## src/rtl/ofmap_pkg.sv

```systemverilog
// Shared constants and FSM encoding for the ofmap readout path.
package ofmap_pkg;

  localparam int OFMAP_ADDR_WIDTH = 12;
  localparam int OFMAP_OUT_WIDTH  = 32;

  typedef enum logic [2:0] {
    IDLE = 3'd0,
    READ = 3'd1,
    WAIT = 3'd2,
    SEND = 3'd3,
    FIN  = 3'd4
  } state_t;

endpackage

```

## src/rtl/ofmap_bit_packer.sv

```systemverilog
// Insert register that assembles 1-bit BRAM reads into an output word.
module ofmap_bit_packer #(
  parameter int WIDTH = ofmap_pkg::OFMAP_OUT_WIDTH,
  parameter int IW    = (WIDTH > 1) ? $clog2(WIDTH) : 1
) (
  input  logic             clk,
  input  logic             rst_n,
  input  logic             i_clr,
  input  logic             i_wr_en,
  input  logic [IW-1:0]    i_wr_idx,
  input  logic             i_wr_bit,
  output logic [WIDTH-1:0] o_word
);

  logic [WIDTH-1:0] r_word;

  // NOTE: this register feeds m_data directly, so it takes the async reset
  // like every other output register; clear wins over a same-cycle write.
  always_ff @(posedge clk or negedge rst_n) begin
    if (!rst_n) begin
      r_word <= '0;
    end else if (i_clr) begin
      r_word <= '0;
    end else if (i_wr_en) begin
      r_word[i_wr_idx] <= i_wr_bit;
    end
  end

  assign o_word = r_word;

endmodule

```

## src/rtl/ofmap_reader.sv

```systemverilog
// Reads a finished 1-bit ofmap out of BRAM and streams it as packed words.
module ofmap_reader
  import ofmap_pkg::*;
#(
  parameter int OFMAPS_BRAM_ADDR_WIDTH = OFMAP_ADDR_WIDTH,
  parameter int OUT_WIDTH              = OFMAP_OUT_WIDTH
) (
  input  logic                              clk,
  input  logic                              rst_n,
  input  logic                              start,
  input  logic [OFMAPS_BRAM_ADDR_WIDTH:0]   num_pixels,
  output logic                              bram_en,
  output logic [OFMAPS_BRAM_ADDR_WIDTH-1:0] bram_addr,
  input  logic                              bram_rdata,
  output logic [OUT_WIDTH-1:0]              m_data,
  output logic                              m_valid,
  input  logic                              m_ready,
  output logic                              m_last,
  output logic                              busy,
  output logic                              done
);

  localparam int AW = OFMAPS_BRAM_ADDR_WIDTH;
  localparam int CW = AW + 1;
  localparam int IW = (OUT_WIDTH > 1) ? $clog2(OUT_WIDTH) : 1;
  localparam int LW = $clog2(OUT_WIDTH + 1);
  localparam logic [CW-1:0] MAX_N  = {1'b1, {AW{1'b0}}};
  localparam logic [CW-1:0] WORD_N = CW'(OUT_WIDTH);

  state_t          r_state;
  logic [CW-1:0]   r_n;
  logic [CW-1:0]   r_issued;
  logic [LW-1:0]   r_word_left;
  logic            r_bram_en;
  logic [AW-1:0]   r_bram_addr;
  logic            r_rd_vld;
  logic [IW-1:0]   r_rd_idx;
  logic            r_m_valid;
  logic            r_m_last;
  logic            r_busy;
  logic            r_done;

  logic [CW-1:0]   w_n_clamp;
  logic            w_pack_clr;

  function automatic logic [LW-1:0] word_len(input logic [CW-1:0] rem);
    if (rem > WORD_N) return LW'(OUT_WIDTH);
    else              return LW'(rem);
  endfunction

  assign w_n_clamp  = (num_pixels > MAX_N) ? MAX_N : num_pixels;
  assign w_pack_clr = ((r_state == IDLE) && start) || ((r_state == SEND) && m_ready);

  // NOTE: all state and outputs are non-blocking so every register samples
  // pre-edge values; r_rd_vld/r_rd_idx model the 1-cycle BRAM read latency.
  always_ff @(posedge clk or negedge rst_n) begin
    if (!rst_n) begin
      r_state     <= IDLE;
      r_n         <= '0;
      r_issued    <= '0;
      r_word_left <= '0;
      r_bram_en   <= 1'b0;
      r_bram_addr <= '0;
      r_rd_vld    <= 1'b0;
      r_rd_idx    <= '0;
      r_m_valid   <= 1'b0;
      r_m_last    <= 1'b0;
      r_busy      <= 1'b0;
      r_done      <= 1'b0;
    end else begin
      r_rd_vld <= r_bram_en;
      r_rd_idx <= r_bram_addr[IW-1:0];
      case (r_state)
        IDLE: begin
          if (start) begin
            r_n      <= w_n_clamp;
            r_issued <= '0;
            r_busy   <= 1'b1;
            if (w_n_clamp != '0) begin
              r_state     <= READ;
              r_bram_en   <= 1'b1;
              r_bram_addr <= '0;
              r_word_left <= word_len(w_n_clamp);
            end else begin
              r_state <= FIN;
              r_done  <= 1'b1;
            end
          end
        end
        READ: begin
          r_issued <= r_issued + CW'(1);
          if (r_word_left == LW'(1)) begin
            r_bram_en <= 1'b0;
            r_state   <= WAIT;
          end else begin
            r_bram_addr <= r_bram_addr + AW'(1);
            r_word_left <= r_word_left - LW'(1);
          end
        end
        WAIT: begin
          r_state   <= SEND;
          r_m_valid <= 1'b1;
          r_m_last  <= (r_issued == r_n);
        end
        SEND: begin
          if (m_ready) begin
            r_m_valid <= 1'b0;
            r_m_last  <= 1'b0;
            if (r_m_last) begin
              r_state <= FIN;
              r_done  <= 1'b1;
            end else begin
              r_state     <= READ;
              r_bram_en   <= 1'b1;
              r_bram_addr <= r_issued[AW-1:0];
              r_word_left <= word_len(r_n - r_issued);
            end
          end
        end
        FIN: begin
          r_done  <= 1'b0;
          r_busy  <= 1'b0;
          r_state <= IDLE;
        end
        default: r_state <= IDLE;
      endcase
    end
  end

  ofmap_bit_packer #(
    .WIDTH (OUT_WIDTH),
    .IW    (IW)
  ) u_packer (
    .clk      (clk),
    .rst_n    (rst_n),
    .i_clr    (w_pack_clr),
    .i_wr_en  (r_rd_vld),
    .i_wr_idx (r_rd_idx),
    .i_wr_bit (bram_rdata),
    .o_word   (m_data)
  );

  assign bram_en   = r_bram_en;
  assign bram_addr = r_bram_addr;
  assign m_valid   = r_m_valid;
  assign m_last    = r_m_last;
  assign busy      = r_busy;
  assign done      = r_done;

endmodule

```

## config.mk

```make
export PLATFORM = sky130hd
export DESIGN_NAME = ofmap_reader
export DESIGN_NICKNAME = d
export VERILOG_FILES = /design/src/rtl/ofmap_pkg.sv /design/src/rtl/ofmap_bit_packer.sv /design/src/rtl/ofmap_reader.sv
export SDC_FILE = /design/constraint.sdc
export NUM_CORES = 1
export LEC_CHECK = 0
export ABC_AREA = 1
export CELL_PAD_IN_SITES_DETAIL_PLACEMENT = 1
export CELL_PAD_IN_SITES_GLOBAL_PLACEMENT = 1
export CORE_MARGIN = 2
export CORE_UTILIZATION = 41
export DETAILED_ROUTE_END_ITERATION = 6
export GPL_TIMING_DRIVEN = 1
export PLACE_DENSITY_LB_ADDON = 0.1
export SYNTH_ARGS = -nofsm -noshare
export SYNTH_HDL_FRONTEND = slang
export SYNTH_SLANG_ARGS = --single-unit
export TNS_END_PERCENT = 50
```

## constraint.sdc

```tcl
create_clock -name clk -period 2.65 [get_ports clk]
set_input_delay 0.265 -clock clk [delete_from_list [all_inputs] [get_ports clk]]
set_output_delay 0.265 -clock clk [all_outputs]
set_load 0.02 [all_outputs]
```

==> metrics.csv <==
metric;value;unit
status;finished clean;
simple logic cell fraction of the synthesized area;0.318;
Num CTS Buffers;9;
I/O Buffers;66;
residual DRC count;0;
fraction of registers with async set/reset;1.00;
number of global-route vias before repair;5527;
most frequent cells in the layout;nand2_1 (218), inv_1 (98), dfrtp_1 (90);
largest family of logic cells by synthesized area;simple AND/OR/NAND/NOR gates;
Syn Area/Cell;7.20;um2
CP required;2.93;ns
Critical Path End Type;register;
Std-Cell Rows;42;
Syn Nets;799;
mapped cell area;5500;um2
CP max stage cell;dfrtp_1;
hold slack final;0.426;ns
prevailing post-synth register cell;dfrtp_1;
CP bufs+invs;3;
max_slew headroom;0.397;
Tcrit/Tclk final;0.931;
Max Cap Violations;0;
initial DRC count;269;
Die Wd;120;um
initial antenna violation count;0;
Worst Clk Skew;0.00951;ns
Power per Cell Area;1080;nW/um2
Synth top area share;0.410;
Leak;3.09;nW
CP most frequent cell;nand2_1;
commonest non-fill, non-tap cell in the layout;nand2_1;
R2R depth;16;
Reg clk slew, reported paths;0.07;ns
adder-cell share of the synthesized area;0.0400;
reg2reg start;r_issued[2];
TritonCTS clock tree;built;
fin area;6690;um2
share of total power in combinational logic;0.563;
Via Count;5404;
setup_tns;0;ns
I/O pins;67;
htree depth;3;
worst-path cell chain;inv_1 > ha_1 > nand2_1 > nand2_1 > inv_1 > nand2_1 > nand2_1 > nand2_1 > nand2_1 > nand2_1 > nand2_1 > nand2_1 > nor2_1 > buf_4 > nand4_1 > a21oi_2;
Worst Hold Class;reg -> reg;
DR pass1 iterations;4;
number of synthesized flops with an enable pin;0;
clock period minus worst slack;2.47;ns
clock sink total;90;
vias per std cell;5.31;
worst vdd ir;0.423;mV
Slew @ Worst Pin;0.898;ns
DP Wirelength;12.7;mm
register share of total power;0.265;
global-route wire length before repair;27.6;mm
xor and xnor area share after synthesis;0.00796;
gpl congestion;0.897;
Yosys reg bits;90;
Avg WL per Cell;16.4;um
NetSw;3.55;mW
DP Cell Count;1002;
antenna cells;0;
Seq/Total Area, Yosys;0.410;
kind of critical path;reg -> reg;
Synth cell types;45;
Clock Tree Root;clkbuf_16;
Setup-failing EPs final;0;
Post-CTS Setup Repair Bufs;0;
largest net degree at the start of global routing;48;
WHS Path Cells;0;
Slew Limit Fails;0;
Internal;3.70;mW
largest area contributor in the netlist;dfrtp_1;
Initial Util;0.417;
Post-Route WL;16.7;mm
area grow syn2layout;21.7;%
Startpoint Class;register;
Worst EP arrival;2.75;ns
layout net count;873;
cell family with most CP delay;simple AND/OR/NAND/NOR gates;
gr ovfl total;0;
maximum clock rate;0.405;GHz
DRT antenna net count;0;
largest cells by area after synthesis;dfrtp_1 (41%), nand2_1 (15%), inv_1 (6.7%);
Worst path depth;16;
Placed Instance Area;6400;um2
Clk pwr share;0.172;
share of layout cells above drive strength 1;0.0784;
Clock Path Buffers;2;
core area;13200;um2
Compound-Gate Fraction of Synth Area;0.131;
Hold Startpoint;bram_en;
Worst path max stage delay;0.43;ns
Clk Latency, worst-skew pair;0.35;ns
synthesized instance count;764;
Worst Setup SP;r_issued[2];
post-route insts no fill;1018;
Chip Height;120;um
RSZ-0062 raised after global routing;no;
Tot GR Track Use;0.242;
CP Max Fanout;6;
die area;14400;um2
Yosys warning total;0;
Fin. Hold Viols;0;
fraction of power spent switching nets;0.490;
mux cell area share after synthesis;0.00205;
==> power groups by stage <==
stage	Clock (mW)	Combinational [mW]	Sequential, mW
final	1.25	4.08	1.92
after global routing	1.32	4.60	1.96
after CTS	1.27	4.07	1.93
after detailed placement	0	4.04	1.95
after global placement	0	3.89	1.93
after floorplan	0	2.80	1.99
==> layout make-up <==
| type | count | area (um2) |
|---|---|---|
| tap | 176 | 220 |
| sequential | 90 | 2250 |
| clock inverter | 5 | 38.8 |
| clock buffer | 10 | 239 |
| timing repair buffer | 82 | 793 |
| fill | 1674 | 6500 |
| multi-input combinational | 550 | 2750 |
| inverter | 105 | 400 |
==> timing repair <==
| action | CTS | global route |
|---|---|---|
| resized for setup | 0 | 1 |
| hold buffers | 1 | 0 |
| endpoints found under the hold margin | 46 | 0 |
| setup endpoints to repair | 0 | 2 |
==> worst register-to-register path, delay by kind of cell (launching register included) <==
family                   cells  cell delay [ns]
buffers and inverters        3             0.38
flip-flops                   1             0.43
AND/OR/NAND/NOR             11             1.05
adder cells (fa/ha/maj)      1             0.40
AO/OA/AOI/OAI                1             0.16
==> registers in the layout, summed over array words and instances, names as in the netlist <==
register         flops
u_packer.o_word     32
r_rd_vld             1
bram_addr           12
r_rd_idx             5
r_word_left          6
bram_en              1
done                 1
busy                 1
r_state              3
m_last               1
r_issued            13
r_n                 13
m_valid              1
==> kinds of logic after synthesis <==
kind of cell / count (synthesis)
flip-flops: 90
AO/OA/AOI/OAI: 126
buffers and inverters: 124
multiplexers: 1
adder cells (fa/ha/maj): 17
XOR/XNOR: 5
AND/OR/NAND/NOR: 401
==> cell usage after synthesis, types with 2 or more instances <==
master / count
o21a_1: 2
a22oi_1: 2
nor2_1: 53
o21ai_0: 42
xnor2_1: 2
buf_2: 5
nor3_1: 24
a31oi_1: 2
o21bai_1: 2
clkbuf_1: 10
xor2_1: 3
nand4_1: 15
nand2_1: 218
buf_6: 2
ha_1: 16
o22ai_1: 6
nand3b_1: 5
o21ai_2: 5
nand3_1: 70
o21ai_1: 4
inv_4: 2
dfrtp_1: 90
inv_2: 4
a32oi_1: 2
a21oi_1: 49
inv_1: 98
nor2_2: 7
a21oi_2: 5
nand2_2: 3
==> worst paths after layout <==
check / endpoint / slack [ns]
hold reg to reg: r_rd_vld / 0.43
hold / removal: r_rd_vld / 0.43
min in group asynchronous: r_state[2] / 0.49
max in group asynchronous: bram_addr[2] / 1.49
setup reg to reg: r_word_left[3] / 0.18
setup / recovery: r_word_left[3] / 0.18
==> metrics by stage <==
| stage | setup slack [ns] | utilization | power [mW] |
|---|---|---|---|
| floorplan | 0.546 | - | 4.79 |
| global placement | 0.175 | 0.485 | 5.83 |
| detailed placement | 0.110 | 0.485 | 5.99 |
| CTS | 0.174 | 0.507 | 7.26 |
| global route | 0.00861 | 0.507 | 7.88 |
| finish | 0.183 | 0.507 | 7.25 |
==> layer usage <==
| metal | routed length [um] | up-vias | share of wire | track usage |
|---|---|---|---|---|
| met2 | 8560 | 77 | 0.51 | 0.435 |
| met3 | 394 | 17 | 0.024 | 0.0352 |
| met1 | 7480 | 2670 | 0.45 | 0.304 |
| li1 | - | 2640 | - | - |
| met5 | 0 | - | 0 | 0 |
| met4 | 247 | 0 | 0.015 | 0.0632 |
(Power assumes the default switching activity.)
